### src/rtl/ram_write_front_pkg.sv
// Shared definitions for the 32x4 memory-scan datapath: write-FSM encoding,
// default memory geometry and board clock constant.
package ram_write_front_pkg;

    typedef enum logic [1:0] {
        IDLE = 2'd0,
        REQ  = 2'd1,
        DONE = 2'd2
    } wr_state_e;

    localparam int RAM_ADDR_W = 5;
    localparam int RAM_DATA_W = 4;

    localparam int CLK_HZ          = 50_000_000;
    localparam int DEBOUNCE_10MS   = CLK_HZ / 100;

    localparam int DROP_W = 4;

    function automatic logic [DROP_W-1:0] sat_inc(input logic [DROP_W-1:0] v);
        return (&v) ? v : v + 1'b1;
    endfunction

endpackage

### src/rtl/ram_write_front_if.sv
// Write-request handshake between the write front-end (master) and the scan
// controller (slave): request held with address/data until acknowledged.
interface ram_write_front_if
    import ram_write_front_pkg::*;
#(
    parameter int ADDR_W = RAM_ADDR_W,
    parameter int DATA_W = RAM_DATA_W
);
    logic              wr_req;
    logic [ADDR_W-1:0] wr_addr;
    logic [DATA_W-1:0] wr_data;
    logic              wr_ack;

    modport master (
        output wr_req,
        output wr_addr,
        output wr_data,
        input  wr_ack
    );

    modport slave (
        input  wr_req,
        input  wr_addr,
        input  wr_data,
        output wr_ack
    );
endinterface

### src/rtl/ram_write_front_debounce.sv
// Pushbutton conditioner: 2-flop synchronizer, stability counter, stable level
// and a one-cycle pulse in the first cycle the stable level reads pressed.
module debounce #(
    parameter int DEBOUNCE_CYCLES = 500000
) (
    input  logic clk_i,
    input  logic rst_ni,
    input  logic btn_n_i,
    output logic btn_stable_o,
    output logic fall_o
);
    localparam int CW = (DEBOUNCE_CYCLES > 1) ? $clog2(DEBOUNCE_CYCLES) : 1;
    localparam logic [CW-1:0] CNT_LAST = CW'(DEBOUNCE_CYCLES - 1);

    logic [1:0]    sync_q;
    logic [CW-1:0] cnt_q, cnt_d;
    logic          stable_q, stable_d;
    logic          fall_q, fall_d;
    logic          btn_s;

    assign btn_s = sync_q[1];

    // The count only survives while the synced level disagrees with the
    // stable one, so any bounce back to the old level restarts it.
    always_comb begin
        cnt_d    = cnt_q;
        stable_d = stable_q;
        fall_d   = 1'b0;
        if (btn_s == stable_q) begin
            cnt_d = '0;
        end else if (cnt_q == CNT_LAST) begin
            cnt_d    = '0;
            stable_d = btn_s;
            fall_d   = ~btn_s;
        end else begin
            cnt_d = cnt_q + 1'b1;
        end
    end

    always_ff @(posedge clk_i or negedge rst_ni) begin
        if (!rst_ni) begin
            sync_q   <= 2'b11;
            cnt_q    <= '0;
            stable_q <= 1'b1;
            fall_q   <= 1'b0;
        end else begin
            sync_q   <= {sync_q[0], btn_n_i};
            cnt_q    <= cnt_d;
            stable_q <= stable_d;
            fall_q   <= fall_d;
        end
    end

    assign btn_stable_o = stable_q;
    assign fall_o       = fall_q;
endmodule

### src/rtl/ram_write_front.sv
// Turns switches plus a debounced write button into one held write request
// per press; request stays up until the scan controller acks it.
module ram_write_front
    import ram_write_front_pkg::*;
#(
    parameter int DEBOUNCE_CYCLES = DEBOUNCE_10MS,
    parameter int ADDR_W          = RAM_ADDR_W,
    parameter int DATA_W          = RAM_DATA_W
) (
    input  logic                CLOCK_50,
    input  logic                KEY0,
    input  logic [ADDR_W-1:0]   sw_addr,
    input  logic [DATA_W-1:0]   sw_data,
    input  logic                sw_en,
    input  logic                wr_btn_n,
    ram_write_front_if.master   wr_if,
    output logic                busy,
    output logic [ADDR_W-1:0]   last_addr,
    output logic [DATA_W-1:0]   last_data,
    output logic [DROP_W-1:0]   drop_cnt
);
    logic [ADDR_W-1:0] addr_s1_q, addr_s2_q;
    logic [DATA_W-1:0] data_s1_q, data_s2_q;
    logic              en_s1_q, en_s2_q;

    logic btn_stable, btn_fall, press;

    wr_state_e         state_q, state_d;
    logic [ADDR_W-1:0] addr_q, addr_d;
    logic [DATA_W-1:0] data_q, data_d;
    logic [ADDR_W-1:0] last_addr_q, last_addr_d;
    logic [DATA_W-1:0] last_data_q, last_data_d;
    logic [DROP_W-1:0] drop_q, drop_d;

    debounce #(
        .DEBOUNCE_CYCLES (DEBOUNCE_CYCLES)
    ) u_debounce (
        .clk_i        (CLOCK_50),
        .rst_ni       (KEY0),
        .btn_n_i      (wr_btn_n),
        .btn_stable_o (btn_stable),
        .fall_o       (btn_fall)
    );

    assign press = btn_fall & ~btn_stable;

    always_ff @(posedge CLOCK_50 or negedge KEY0) begin
        if (!KEY0) begin
            addr_s1_q <= '0;
            addr_s2_q <= '0;
            data_s1_q <= '0;
            data_s2_q <= '0;
            en_s1_q   <= 1'b0;
            en_s2_q   <= 1'b0;
        end else begin
            addr_s1_q <= sw_addr;
            addr_s2_q <= addr_s1_q;
            data_s1_q <= sw_data;
            data_s2_q <= data_s1_q;
            en_s1_q   <= sw_en;
            en_s2_q   <= en_s1_q;
        end
    end

    // Presses outside IDLE are never queued; they only bump the drop count.
    always_comb begin
        state_d     = state_q;
        addr_d      = addr_q;
        data_d      = data_q;
        last_addr_d = last_addr_q;
        last_data_d = last_data_q;
        drop_d      = drop_q;
        unique case (state_q)
            IDLE: begin
                if (press && en_s2_q) begin
                    addr_d  = addr_s2_q;
                    data_d  = data_s2_q;
                    state_d = REQ;
                end
            end
            REQ: begin
                if (press) begin
                    drop_d = sat_inc(drop_q);
                end
                if (wr_if.wr_ack) begin
                    state_d = DONE;
                end
            end
            DONE: begin
                if (press) begin
                    drop_d = sat_inc(drop_q);
                end
                last_addr_d = addr_q;
                last_data_d = data_q;
                state_d     = IDLE;
            end
            default: state_d = IDLE;
        endcase
    end

    always_ff @(posedge CLOCK_50 or negedge KEY0) begin
        if (!KEY0) begin
            state_q     <= IDLE;
            addr_q      <= '0;
            data_q      <= '0;
            last_addr_q <= '0;
            last_data_q <= '0;
            drop_q      <= '0;
        end else begin
            state_q     <= state_d;
            addr_q      <= addr_d;
            data_q      <= data_d;
            last_addr_q <= last_addr_d;
            last_data_q <= last_data_d;
            drop_q      <= drop_d;
        end
    end

    assign wr_if.wr_req  = (state_q == REQ);
    assign wr_if.wr_addr = addr_q;
    assign wr_if.wr_data = data_q;
    assign busy          = (state_q != IDLE);
    assign last_addr     = last_addr_q;
    assign last_data     = last_data_q;
    assign drop_cnt      = drop_q;
endmodule

### src/flat_wrapper.sv
// flat-port wrapper written by rule: the top's interface ports become plain ports
module ram_write_front_flat import ram_write_front_pkg::*;
#(
    parameter int DEBOUNCE_CYCLES = DEBOUNCE_10MS,
    parameter int ADDR_W          = RAM_ADDR_W,
    parameter int DATA_W          = RAM_DATA_W
)
  (CLOCK_50, KEY0, sw_addr, sw_data, sw_en, wr_btn_n, busy, last_addr, last_data, drop_cnt, wr_if_wr_req, wr_if_wr_addr, wr_if_wr_data, wr_if_wr_ack);
  ram_write_front_if #(.ADDR_W(ADDR_W), .DATA_W(DATA_W)) wr_if_i ();
  input  logic CLOCK_50;
  input  logic KEY0;
  input  logic [ADDR_W-1:0] sw_addr;
  input  logic [DATA_W-1:0] sw_data;
  input  logic sw_en;
  input  logic wr_btn_n;
  output logic busy;
  output logic [ADDR_W-1:0] last_addr;
  output logic [DATA_W-1:0] last_data;
  output logic [DROP_W-1:0] drop_cnt;
  output wire logic [$bits(wr_if_i.wr_req)-1:0] wr_if_wr_req;
  output wire logic [$bits(wr_if_i.wr_addr)-1:0] wr_if_wr_addr;
  output wire logic [$bits(wr_if_i.wr_data)-1:0] wr_if_wr_data;
  input wire logic [$bits(wr_if_i.wr_ack)-1:0] wr_if_wr_ack;
  assign wr_if_wr_req = wr_if_i.wr_req;
  assign wr_if_wr_addr = wr_if_i.wr_addr;
  assign wr_if_wr_data = wr_if_i.wr_data;
  assign wr_if_i.wr_ack = wr_if_wr_ack;
  ram_write_front #(.DEBOUNCE_CYCLES(DEBOUNCE_CYCLES), .ADDR_W(ADDR_W), .DATA_W(DATA_W)) u_core (.CLOCK_50(CLOCK_50), .KEY0(KEY0), .sw_addr(sw_addr), .sw_data(sw_data), .sw_en(sw_en), .wr_btn_n(wr_btn_n), .wr_if(wr_if_i), .busy(busy), .last_addr(last_addr), .last_data(last_data), .drop_cnt(drop_cnt));
endmodule
### config.mk
export PLATFORM = sky130hd
export DESIGN_NAME = ram_write_front_flat
export DESIGN_NICKNAME = d
export VERILOG_FILES = /design/src/rtl/ram_write_front_pkg.sv /design/src/rtl/ram_write_front_if.sv /design/src/rtl/ram_write_front_debounce.sv /design/src/rtl/ram_write_front.sv /design/src/flat_wrapper.sv
export SDC_FILE = /design/constraint.sdc
export NUM_CORES = 1
export LEC_CHECK = 0
export ABC_AREA = 1
export CAP_MARGIN = 20
export CORE_AREA = 10 10 82 84
export DETAILED_ROUTE_END_ITERATION = 12
export DIE_AREA = 0 0 92 94
export DONT_BUFFER_PORTS = 1
export GPL_ROUTABILITY_DRIVEN = 0
export PLACE_DENSITY = 0.73
export SLEW_MARGIN = 20
export SYNTH_ARGS = -nofsm -noshare
export SYNTH_HDL_FRONTEND = slang
export SYNTH_SLANG_ARGS = --single-unit
### constraint.sdc
create_clock -name CLOCK_50 -period 1.3 [get_ports CLOCK_50]
set_input_delay 0.195 -clock CLOCK_50 [delete_from_list [all_inputs] [get_ports CLOCK_50]]
set_output_delay 0.195 -clock CLOCK_50 [all_outputs]
set_load 0.05 [all_outputs]
==> flow_summary.ini, run 1 <==
[pwr]
p_leak_uw = 0.00177
powerDensity_mw_per_mm2 = 1190
cell_internal_pwr_uw = 3450
combPwrFrac_pct = 16.8
p_sw_share_pct = 24.4
pwr-share-seq_pct = 47.9
pwr-share-clk_pct = 35.3
p_sw_uw = 1110
ir_drop_mv = 0.592

[synthesis]
synth_edf_count = 0
synth_top_area_share_pct = 57.1
ys_types = 24
seq_area_frac_synth_pct = 60.0
ys_top_cells_by_count = dfrtp_1, nor2_1, nand2_1, inv_1, mux2_2
synth-seq-cells = 67
synth_most_common_cell = dfrtp_1
syn_area_mm2 = 0.00280
netlist_top_cells_area = dfrtp_1, mux2_2, nor2_1
yosysTopAreaCell = dfrtp_1
avgSynthCellArea_um2 = 10.5
synth_fp_nets = 286
synthArstFlopShare_pct = 100
yosysWarnings = 0
synthFlopType = dfrtp_1
syn_inst = 267

[cells_and_area]
stdcell_area_mm2 = 0.00385
num-nets-final = 354
syn2layout_area_growth_pct = 37.3
fin_util_pct = 75.8
drive_above_1_share_pct = 43.7
antenna_cells = 0

[outcome]
violations = hold timing, setup timing
status = finished with violations

[timing]
period_needed_ns = 1.45
worstMarginPinSlew_ns = 0.311
setup_ws_ns = -0.146
slew_viol_final = 0
hold_slack_ns = -0.461
fin_setup_tns_ns = -1.83
fmax_mhz = 692
max-slew-margin-rel_pct = 79.2
rsz0062_at_grt = yes
min_period_over_period_pct = 111
clock_skew_ns = 0.0128
hold_violations = 67
setup_viol = 33

[detailed_routing]
via_per_inst = 5.03
drt-initial-drc-count = 88
detail_route.wl_per_cell_um = 15.7
wirelength_mm = 6.42
ant_nets = 0
drc = 0
dr.pass1.iters = 4
vias = 2056

[global_routing]
antenna_found_initial = 0
grt_use_total_pct = 14.9
grt_first_pass_wirelength_mm = 10.1
grt_max_degree = 68
first_global_vias = 2066
grt_overflow_total = 0

[setup_path]
required_ns = 1.11
crit_type = register to output port
path_cells = inv_2 -> ha_4 -> buf_6 -> inv_4 -> buf_12
worst_path_max_delay_cell = dfrtp_1
cpPeakStageDelay_ns = 0.40
cp_data_arrival_time_ns = 1.25
crit_fanout = 2
crit_path_end_kind = output port
start_kind = register

[job]
drv_cap = 0

[clocking]
cts_buffer_depth = 2
clk_latency_ns = 0.34
cts_hold_buffers = 11
cts-root-buf = clkbuf_8
cts_max_level = 3
cts_tree = built
cts_sinks = 67
clk_pin_slew_worst_paths_ns = 0.07
cts_made_buffers = 9

[place]
place.detailed.hpwl_mm = 3.90
numPortBuffers = 0
pre_cts_ws_ns = -0.0730
place_area_mm2 = 0.00324

[floorplanning]
start_util_pct = 55.2
die-area_mm2 = 0.00865
die_w_um = 92
core_mm2 = 0.00507
die_h_um = 94
floorplan.io_pins = 38
rows = 26

[min_path]
hp-class = input pin to asynchronous set/reset pin
## per-stage QoR
step	instances	total power, uW	hold WS (ns)
after floorplan	267	2490	-0.101
after global placement	375	2740	-0.0986
after detailed placement	375	2750	-0.0985
after CTS	403	4530	-0.478
after global routing	409	4750	-0.485
final	409	4560	-0.461
## per-layer routing
metal	GRT usage, %	share of wire [%]
met1	15.8	41
met2	26.2	53
met3	5.84	5.4
met4	5.27	1.0
met5	0	0
## power by group through the flow
stage          clock, uW  sequential (uW)  combinational, uW
6_report            1610             2190                765
5_1_grt             1750             2190                814
4_1_cts             1650             2180                706
3_5_place_dp           0             2210                536
3_3_place_gp           0             2210                527
2_1_floorplan          0             2210                283
## cells in the final DEF, fill, tap and decap left out, types with 2 or more instances in the layout
cell,Yosys,layout
dfrtp_1,64,57
nand2_1,45,38
buf_4,0,38
nor2_1,47,36
inv_1,24,19
mux2_2,20,18
clkbuf_8,0,13
nor2_2,5,11
dlygate4sd3_1,0,11
xor2_1,9,9
nor2_4,3,8
nand2_2,3,7
nand3_2,2,7
buf_6,0,7
dfrtp_2,0,7
nand3_1,13,5
ha_4,0,5
inv_2,1,4
xnor2_1,5,4
nand3_4,0,3
nand2_4,0,3
nand4_1,3,3
nor3_1,5,3
dfstp_2,3,3
inv_4,0,2
nor3_2,0,2
nor3b_2,0,2
mux2_4,0,2
## repair_timing
action | 4_1_cts | 5_1_grt
gates cloned | 0 | 1
setup endpoints to repair | 20 | 42
endpoints found under the hold margin | 78 | 67
resized for setup | 19 | 52
buffers inserted | 2 | 6
pin swaps | 1 | 16
## state kept, by name (all words and copies together), names as in the netlist
name,cells
u_core.addr_s1_q,5
u_core.addr_s2_q,5
u_core.data_s1_q,4
u_core.data_s2_q,4
u_core.drop_cnt,4
u_core.en_s1_q,1
u_core.en_s2_q,1
u_core.last_addr,5
u_core.last_data,4
u_core.state_q,2
u_core.u_debounce.btn_stable_o,1
u_core.u_debounce.cnt_q,19
u_core.u_debounce.fall_o,1
u_core.u_debounce.sync_q,2
u_core.wr_if.wr_addr,5
u_core.wr_if.wr_data,4
## critical path: cells and delay by family, from the launching register on
family | cells | cell delay, ns
DFF | 1 | 0.40
buffers and inverters | 4 | 0.36
adders and majority gates | 1 | 0.15
## kinds of logic after synthesis
logic type | Yosys count | share of synthesized area [%]
mux | 20 | 8.04
compound gates | 5 | 1.03
simple gates | 129 | 20.7
flops | 67 | 60.0
fa+ha+maj | 5 | 2.23
xor+xnor | 14 | 4.38
buf+inv | 27 | 3.71
## final cells by class
class | instances | area [um2]
Clock buffer | 14 | 183
Clock inverter | 1 | 7.51
Fill cell | 322 | 1230
Inverter | 25 | 98.8
Multi-Input combinational cell | 173 | 1270
Sequential cell | 67 | 1690
Tap cell | 70 | 87.6
Timing Repair Buffer | 59 | 514
## path summary, 6_finish.rpt
check                                                    from                               endpoint  slack [ns]  cells after the start
min in group CLOCK_50                            wr_if_wr_ack          u_core.state_q[0]$_DFFE_PN0P_        0.12                      2
max in group asynchronous                                KEY0  u_core.u_debounce.sync_q[1]$_DFF_PN1_        1.56                      0
worst max register to register  u_core.state_q[1]$_DFFE_PN0P_    u_core.wr_if.wr_data[3]$_DFFE_PN0P_       -0.09                      4
worst min-delay path                                     KEY0          u_core.addr_s1_q[1]$_DFF_PN0_       -0.46                      0
worst max-delay path            u_core.state_q[1]$_DFFE_PN0P_                                   busy       -0.15                      5
worst min register to register  u_core.addr_s1_q[3]$_DFF_PN0_          u_core.addr_s2_q[3]$_DFF_PN0_        0.35                      0
Note: power is estimated with default switching activity, not from simulation.
==> run 2: changes to the inputs <==
Settings changed: GPL_TIMING_DRIVEN set to 0.
Clock period 1.3 ns to 1.2 ns, I/O delays scaled along.
==> run 2 against run 1 <==
  * The flow still finishes with violations (hold timing, setup timing)
  * Power is 20% higher
  * Die area stayed put
  * Clock-buffer cell count is 3 lower
  * Register-to-register slack worse by 0.15 ns
  * Non-clock buffer count is 25 lower
  * Via count is 4.8% higher
  * Critical path type unchanged
  * Critical endpoint unchanged
  * Largest cell class unchanged
  * Highest routed layer unchanged
==> flow_summary.ini, run 2 (synthesis gave the netlist of run 1 again) <==
[outcome]
status = finished with violations
violations = hold timing, setup timing

[pwr]
pwr-share-seq_pct = 43.5
combPwrFrac_pct = 16.0
pwr-share-clk_pct = 40.4
powerDensity_mw_per_mm2 = 1420
cell_internal_pwr_uw = 4030
p_sw_uw = 1430
p_leak_uw = 0.00168
ir_drop_mv = 1.01
p_sw_share_pct = 26.1

[setup_path]
reg2reg_to = u_core.u_debounce.cnt_q[8]$_DFF_PN0_
crit_type = register to output port
crit_end = busy
cpPeakStageDelay_ns = 0.41
required_ns = 1.02
rr_worst_depth = 8
cp_data_arrival_time_ns = 1.28
ff2ff_setup_slack_ns = -0.24
worstSetupStartpoint = u_core.state_q[1]$_DFFE_PN0P_
start_kind = register
crit_path_end_kind = output port
worst_path_max_delay_cell = dfrtp_1
path_cells = inv_2 -> ha_4 -> clkinvlp_4
r2r-start = u_core.u_debounce.cnt_q[5]$_DFF_PN0_
crit_fanout = 3

[detailed_routing]
via_per_inst = 5.58
vias = 2154
ant_nets = 0
drt-initial-drc-count = 167
drc = 0
wirelength_mm = 7.53
dr.pass1.iters = 5
detail_route.wl_per_cell_um = 19.5

[global_routing]
grt_max_degree = 68
antenna_found_initial = 0
grt_use_total_pct = 16.0
grt_first_pass_wirelength_mm = 10.9
grt_overflow_total = 0
first_global_vias = 2225

[cells_and_area]
final_common_cell = dfrtp_1
finalNonFillerCells = 386
drive_above_1_share_pct = 46.5
multi_input_area_mm2 = 0.00139
seqCellArea_mm2 = 0.00171
regMostFlops = u_core.u_debounce.cnt_q
antenna_cells = 0
syn2layout_area_growth_pct = 37.5
layout_common_cells = dfrtp_1, nand2_1, nor2_1
num-nets-final = 330
fill_cells = 311
largest_reg_flops = 19

[floorplanning]
die-area_mm2 = 0.00865
floorplan.io_pins = 38
start_util_pct = 55.2
rows = 26
die_h_um = 94
core_mm2 = 0.00507
die_w_um = 92

[clocking]
clk_pin_slew_worst_paths_ns = 0.08
cts_buffer_depth = 2
cts_sinks = 67
cts_max_level = 3
cts-root-buf = clkbuf_8
cts_hold_buffers = 11
cts_tree = built
cts_made_buffers = 9
clk_latency_ns = 0.35

[timing]
hold_slack_ns = -0.488
rsz0062_at_grt = yes
fin_setup_tns_ns = -7.78
clock_skew_ns = 0.0111
period_needed_ns = 1.46
worstMarginPinSlew_ns = 0.497
setup_viol = 46
fmax_mhz = 683
slew_viol_final = 0
hold_violations = 67
max-slew-margin-rel_pct = 66.9
min_period_over_period_pct = 122
setup_ws_ns = -0.264

[place]
dp_cells = 337
numPortBuffers = 0
place.detailed.hpwl_mm = 3.48

[min_path]
hp-class = input pin to asynchronous set/reset pin

[job]
drv_cap = 0
run 2: worst min-delay path by stage:
stage / start / end / slack, ns / depth (start not counted)
finish: KEY0 / u_core.wr_if.wr_addr[2]$_DFFE_PN0P_ / -0.49 / 0
global route: KEY0 / u_core.wr_if.wr_addr[2]$_DFFE_PN0P_ / -0.51 / 0
CTS: KEY0 / u_core.last_data[2]$_DFFE_PN0N_ / -0.48 / 0
detailed placement: KEY0 / u_core.last_data[2]$_DFFE_PN0N_ / -0.11 / 0
global placement: KEY0 / u_core.last_data[2]$_DFFE_PN0N_ / -0.11 / 0
floorplan: KEY0 / u_core.addr_s1_q[0]$_DFF_PN0_ / -0.12 / 0
run 2: repair_timing:
item	CTS	global route
gates resized for setup	51	53
endpoints found under the setup margin	45	55
cloned	2	1
pin swaps	25	23
buffers inserted	14	6
hold endpoints to repair	78	67
run 2: final cells by class:
class | count | area share (%)
sequential | 67 | 44.4
tap | 70 | 2.27
inverter | 25 | 2.79
clock buffer | 11 | 3.93
clock inverter | 5 | 2.18
multi-input combinational | 174 | 36.0
buffer | 2 | 0.487
timing repair buffer | 32 | 7.99
run 2: per-stage QoR:
| stage | cell area [um2] | setup slack [ns] | hold slack, ns | total power, uW | util [%] |
|---|---|---|---|---|---|
| finish | 3850 | -0.264 | -0.488 | 5460 | 75.9 |
| global route | 3850 | -0.292 | -0.510 | 5640 | 75.9 |
| CTS | 3620 | -0.187 | -0.481 | 5230 | 71.3 |
| detailed placement | 2950 | -0.280 | -0.114 | 2800 | 58.2 |
| global placement | 2950 | -0.233 | -0.114 | 2790 | 58.2 |
| floorplan | 2870 | -0.133 | -0.116 | 2740 | - |
run 2: worst max-delay path: cells and delay by family (launching register included):
kind	cells	cell delay [ns]
buffers and inverters	2	0.35
flip-flops	1	0.41
adder cells (fa/ha/maj)	1	0.16
run 2: per-layer routing:
metal / GRT usage, % / vias to the layer above / wire length (um) / part of all wire (%)
li1: - / 938 / - / -
met1: 15.8 / 1086 / 2720 / 36
met2: 28.1 / 101 / 3990 / 53
met3: 6.00 / 29 / 500 / 6.6
met4: 9.38 / 0 / 315 / 4.2
met5: 0 / - / 0 / 0
run 2: power by group through the flow:
stage	logic, uW	registers, uW	clock network [uW]
floorplan	345	2390	0
global placement	395	2390	0
detailed placement	402	2400	0
CTS	668	2360	2200
global route	914	2380	2340
finish	876	2380	2210
==> edit 1 (flow settings as in run 2) <==
The package constant `RAM_ADDR_W` goes from 5 to 4.
--- a/src/rtl/ram_write_front_pkg.sv
+++ b/src/rtl/ram_write_front_pkg.sv
@@ -10,3 +10,3 @@
 
-    localparam int RAM_ADDR_W = 5;
+    localparam int RAM_ADDR_W = 4;
     localparam int RAM_DATA_W = 4;
Ports: changed (resized last_addr, sw_addr and wr_if_wr_addr); port bits go from 38 to 35. The function was not compared with the original's and may differ.
==> edit 1 against run 2 <==
  * The flow still finishes with violations (hold timing, setup timing)
  * Power down 3.2%
  * Die area did not move
  * Setup slack gained 9.8 ps
  * Synthesized area is 5.6% lower
  * Sequential cell count shrank 4
  * Wire length down 5.9%
  * Critical path type is now reg2reg
  * Synthesized cell count down 3.4%
  * Fmax grew 0.68%
  * Cell area fell by 1.3%
  * Global-route usage down 0.62 points
==> edit 1: results (changes against run 2) <==
- Avg Inst Size Synth: 10.3 µm² (-2.3%)
- Worst endpoint data arrival time: 1690 ps (+410 ps)
- First-pass GRT wire length: 10.4 mm (-4.4%)
- Status: finished, violations left
- Hold_buf cts: 10 (-1)
- Overall Global Routing Usage: 0.153 (-0.00622)
- Synthesis Warnings: 0 (unchanged)
- Largest net degree at the start of global routing: 64 (-5.9%)
- DRT Pass-1 Iters: 5 (unchanged)
- Final wirelength: 7.08 mm (-5.9%)
- Min Hold Slack: -489 ps (-1.42 ps)
- DP Cell Count: 328 (-2.7%)
- Commonest cells post-synth: dfrtp_1 (60), nand2_1 (47), nor2_1 (46), inv_1 (23), mux2_2 (18)
- Synth Net Count: 276 (-3.5%)
- Nets: 324 (-1.8%)
- Most flops, register: u_core.u_debounce.cnt_q
- Endpoints failing hold: 63 (-6.0%)
- Clk Latency, worst-skew pair: 350 ps (about the same)
- Vias after detailed routing: 2020 (-6.2%)
- Post-DP HPWL: 3.46 mm (-0.50%)
- Layout cell share with drive strength beyond 1: 0.514 (+0.0493)
- Max incr delay on CP: 430 ps (+20 ps)
- Slowest stage cell, crit path: dfrtp_1
- 1st-iter DRT viols: 216 (+29%)
- N_diodes: 0 (unchanged)
- Initial antenna violation count: 0 (unchanged)
- Worst Skew: 11.4 ps (+0.251 ps)
- R2R Setup Slk: -250 ps
- Register area share after synthesis: 0.597 (-0.00211)
- Crit path max-delay family: simple AND/OR/NAND/NOR gates
- Distinct cells, synth: 26 (+8.3%)
- Detailed-route vias per instance: 5.30 (-5.0%)
- Largest cells by area after synthesis: dfrtp_1 (57%), mux2_2 (7.7%), nand2_1 (6.7%)
- Rel. slew slack: 0.676 (+0.00749)
- TritonCTS Buffers: 9 (unchanged)
- Failing checks: hold timing, setup timing
- Number of global-route vias before repair: 2093 (-5.9%)
- VDD IR max: 0.000857 V (-15%)
- Clock transition at the registers of the reported paths: 80 ps (about the same)
- Root Buffer: clkbuf_8
- Number of setup violations in the final report: 44 (-4.3%)
- Ys flop type: dfrtp_1
- Clock Tree Buf Depth: 2 (unchanged)
- CP max FO: 5 (+2)
- Leak: 1.62 nW (-3.2%)
- Final worst slack: -254 ps (+9.82 ps)
==> edit 1: cell count changes in the layout (fill, tap and decap cells not counted), sizes merged, moves of 2 or more <==
cell / delta
xnor2: +2
buf: +6
xor2: -2
dfrtp: -4
nand3: -2
mux2: -2
==> edit 1: layout make-up <==
class / instances / area, µm²
Tap cell: 70 / 87.6
Timing Repair Buffer: 38 / 350
Clock buffer: 9 / 124
Sequential cell: 63 / 1620
Clock inverter: 7 / 120
Buffer: 2 / 26.3
Inverter: 24 / 96.3
Fill cell: 300 / 1270
Multi-Input combinational cell: 168 / 1380
==> edit 1: logic make-up after synthesis <==
logic type | count (synthesis) | share of synthesized area
adder cells (fa/ha/maj) | 5 | 0.0237
flip-flops | 63 | 0.597
XOR/XNOR | 14 | 0.0464
AND/OR/NAND/NOR | 125 | 0.204
AO/OA/AOI/OAI | 5 | 0.0109
buffers and inverters | 28 | 0.0407
multiplexers | 18 | 0.0766
==> edit 1: per-layer routing <==
layer,global-route usage,vias up,part of all wire
met1,0.158,1004,0.36
li1,-,907,-
met2,0.268,88,0.54
met3,0.0624,21,0.073
met4,0.0694,0,0.027
met5,0,-,0
==> edit 1: final timing paths <==
path                                              from                          end  cells past startpoint
max                        u_core.u_debounce.cnt_q[14]   u_core.u_debounce.cnt_q[5]                      8
max in group asynchronous                         KEY0  u_core.u_debounce.sync_q[0]                      0
min in group CLOCK_50                     wr_if_wr_ack            u_core.state_q[0]                      2
min                                               KEY0           u_core.drop_cnt[0]                      0
min reg2reg                u_core.u_debounce.sync_q[0]  u_core.u_debounce.sync_q[1]                      0
max reg2reg                u_core.u_debounce.cnt_q[14]   u_core.u_debounce.cnt_q[5]                      8
==> edit 1: through the flow <==
stage / utilization / TNS, ps / instance area (µm²) / power (W) / setup slack, ps
after floorplan: - / -1330 / 2730 / 0.00261 / -135
after CTS: 0.691 / -3620 / 3510 / 0.00518 / -189
after detailed placement: 0.555 / -6890 / 2820 / 0.00267 / -266
after global placement: 0.555 / -6370 / 2820 / 0.00266 / -244
after global routing: 0.749 / -8150 / 3800 / 0.00548 / -336
final: 0.749 / -5900 / 3800 / 0.00529 / -254
==> edit 1: power breakdown <==
group          leakage (nW)  internal, W  switching (W)
clock                 0.120      0.00139       0.000865
combinational         0.727     0.000375       0.000430
sequential            0.778      0.00219      0.0000427
==> edit 1: what timing repair did <==
item                                    in CTS  in global routing
pin swaps                                   14                 24
hold endpoints to repair                    73                 63
gates resized for setup                     59                 65
cloned                                       2                  0
setup buffers                               12                 16
endpoints found under the setup margin      48                 53
==> edit 2 (flow settings as in run 2) <==
Made on the original files. Add an input register stage for `wr_btn_n`, without a reset; this delays it by one clock. The other inputs are not delayed to match.
--- a/src/rtl/ram_write_front.sv
+++ b/src/rtl/ram_write_front.sv
@@ -21,2 +21,9 @@
 );
+
+    logic wr_btn_n_q;
+
+    always_ff @(posedge CLOCK_50) begin
+        wr_btn_n_q <= wr_btn_n;
+    end
+
     logic [ADDR_W-1:0] addr_s1_q, addr_s2_q;
@@ -39,3 +46,3 @@
         .rst_ni       (KEY0),
-        .btn_n_i      (wr_btn_n),
+        .btn_n_i      (wr_btn_n_q),
         .btn_stable_o (btn_stable),
Check against the original RTL: no difference found for any inputs over 10 cycles, from zero or initial values; that may be too few to reach the edited logic, so the function may still have changed.
==> edit 2 against run 2 <==
  * Final cell count is 4.9% higher
  * The flow still finishes with violations (hold timing, setup timing)
  * Core utilization increased by 4.3 points
  * Setup slack lost 2.2 ps
  * Sequential cell count grew 1
  * Sequential share of layout area decreased by 1.8 points
  * Synthesized area rose by 3.0%
  * Die area did not move
  * Wire length up 7.9%
  * Cell area up 5.7%
Power is not compared: it rests on default switching activity, and its combinational part moved more than twofold at a synthesized area within 25%.
==> edit 2: results (changes against run 2) <==
- Layout cell share with drive strength beyond 1: 0.496 (+0.0303)
- Root Buffer: clkbuf_8
- Commonest cells post-synth: dfrtp_1 (64), nor2_1 (48), nand2_1 (42), inv_1 (33), mux2_2 (19)
- Number of setup violations in the final report: 47 (+2.2%)
- Post-DRT Antenna Nets: 0 (unchanged)
- Async S/R FF share, synth: 0.985 (-0.0147)
- Vias after detailed routing: 2222 (+3.2%)
- Hold_buf cts: 11 (unchanged)
- # port buffers: 0 (unchanged)
- Fill cell count: 282 (-9.3%)
- Min Hold Slack: -480 ps (+7.61 ps)
- Largest cells by area after synthesis: dfrtp_1 (55%), mux2_2 (7.4%), nor2_1 (6.2%)
- Leak: 1.79 nW
- Most flops, register: u_core.u_debounce.cnt_q
- Status: finished, violations left
- DRT Pass-1 Iters: 4 (-1)
- HP Class: in2async
- Post-synth top area cell: dfrtp_1
- Failing checks: hold timing, setup timing
- Post-DP Area: 3120 µm² (+5.5%)
- R2r startpoint: u_core.u_debounce.btn_stable_o
- Final wirelength: 8.12 mm (+7.9%)
- Clock transition at the registers of the reported paths: 80 ps (about the same)
- Worst endpoint data arrival time: 1720 ps (+440 ps)
- Synth Net Count: 300 (+4.9%)
- Max FFs per register: 19 (unchanged)
- Initial antenna violation count: 0 (unchanged)
- Number of global-route vias before repair: 2091 (-6.0%)
- Rel. slew slack: 0.663 (-0.00583)
- Resize count post-CTS: 49 (-3.9%)
- Post-Syn Instances: 281 (+5.2%)
- First-pass GRT wire length: 10.7 mm (-1.3%)
- Nets: 349 (+5.8%)
- Overall Global Routing Usage: 0.156 (-0.00307)
- Non-filler cells, final: 405 (+4.9%)
- CP max FO: 5 (+2)
- Clk Latency, worst-skew pair: 340 ps
- Final Max Tran Viols: 0 (unchanged)
- Buffer count from post-CTS setup fixing: 15 (+1)
- 1st-iter DRT viols: 193 (+16%)
- Register area share after synthesis: 0.589 (-0.0105)
- Final worst slack: -266 ps (-2.22 ps)
- Endpoints failing hold: 67 (unchanged)
- Largest net degree at the start of global routing: 68 (unchanged)
- Total Neg Setup Slack: -7250 ps (+537 ps)
- Worst r2r path cells: 4 (-4)
- Distinct cells, synth: 29 (+21%)
- RR Endpoint: u_core.u_debounce.cnt_q[3]
- Worst Skew: 8.62 ps (-2.48 ps)
- Post-DP HPWL: 4.01 mm (+15%)
-- edit 2: cell count changes in the layout (fill, tap and decap cells not counted), sizes merged, moves of 3 or more --
cell | run 2 | this run
inv | 24 | 34
buf | 23 | 27
nor3 | 5 | 2
o21ai | 2 | 7
nand3 | 16 | 20
nand4 | 3 | 7
clkinv | 1 | 4
-- edit 2: final cells by class --
cell class | instances | area [µm²] | area share
Timing Repair Buffer | 37 | 352 | 0.0864
Timing Repair inverter | 1 | 11.3 | 0.00277
Inverter | 35 | 148 | 0.0363
Sequential cell | 68 | 1730 | 0.426
Buffer | 1 | 11.3 | 0.00277
Clock inverter | 6 | 113 | 0.0277
Multi-Input combinational cell | 177 | 1490 | 0.366
Clock buffer | 10 | 128 | 0.0314
Tap cell | 70 | 87.6 | 0.0215
-- edit 2: through the flow --
stage               utilization  power, W  setup WS (ps)
global placement          0.614   0.00244           -245
global route              0.802   0.00496           -293
detailed placement        0.614   0.00245           -266
CTS                       0.740   0.00476           -222
floorplan                     -   0.00243           -156
finish                    0.802   0.00483           -266
-- edit 2: cells by family after synthesis --
| logic type | after synthesis | synth area share |
|---|---|---|
| AOI/OAI and AO/OA | 11 | 0.0199 |
| buffers and inverters | 37 | 0.0520 |
| muxes | 19 | 0.0741 |
| adders and majority gates | 5 | 0.0217 |
| DFF | 68 | 0.589 |
| and+or+nand+nor | 131 | 0.210 |
| xor gates and xnor gates | 10 | 0.0329 |
-- edit 2: power breakdown --
part | leakage, nW | internal, W | switching, W | total [W]
Sequential | 0.845 | 0.00234 | 0.0000323 | 0.00237
Combinational | 0.824 | 0.0000834 | 0.0000693 | 0.000153
Clock | 0.120 | 0.00139 | 0.000918 | 0.00230
-- edit 2: critical path, stage by stage (launching register included) --
cell,delay [ps]
dfstp_2,660
xor2_4,320
buf_12,170
nand2_8,70
nor2_1,160
-- edit 2: worst max-delay path by stage --
| stage | from | to | slack (ps) |
|---|---|---|---|
| after floorplan | u_core.drop_cnt[0] | u_core.drop_cnt[1] | -160 |
| after global placement | u_core.u_debounce.cnt_q[0] | u_core.u_debounce.cnt_q[17] | -250 |
| after detailed placement | u_core.u_debounce.cnt_q[0] | u_core.u_debounce.cnt_q[17] | -270 |
| after CTS | u_core.state_q[0] | busy | -220 |
| after global routing | u_core.u_debounce.btn_stable_o | u_core.u_debounce.cnt_q[3] | -290 |
| final | u_core.u_debounce.btn_stable_o | u_core.u_debounce.cnt_q[3] | -270 |
-- edit 2: per-layer routing --
layer | GRT usage | up-vias | share of wire
met5 | 0 | - | 0
met4 | 0.0591 | 0 | 0.016
met3 | 0.0584 | 14 | 0.069
met2 | 0.262 | 101 | 0.55
met1 | 0.179 | 1112 | 0.37
li1 | - | 995 | -
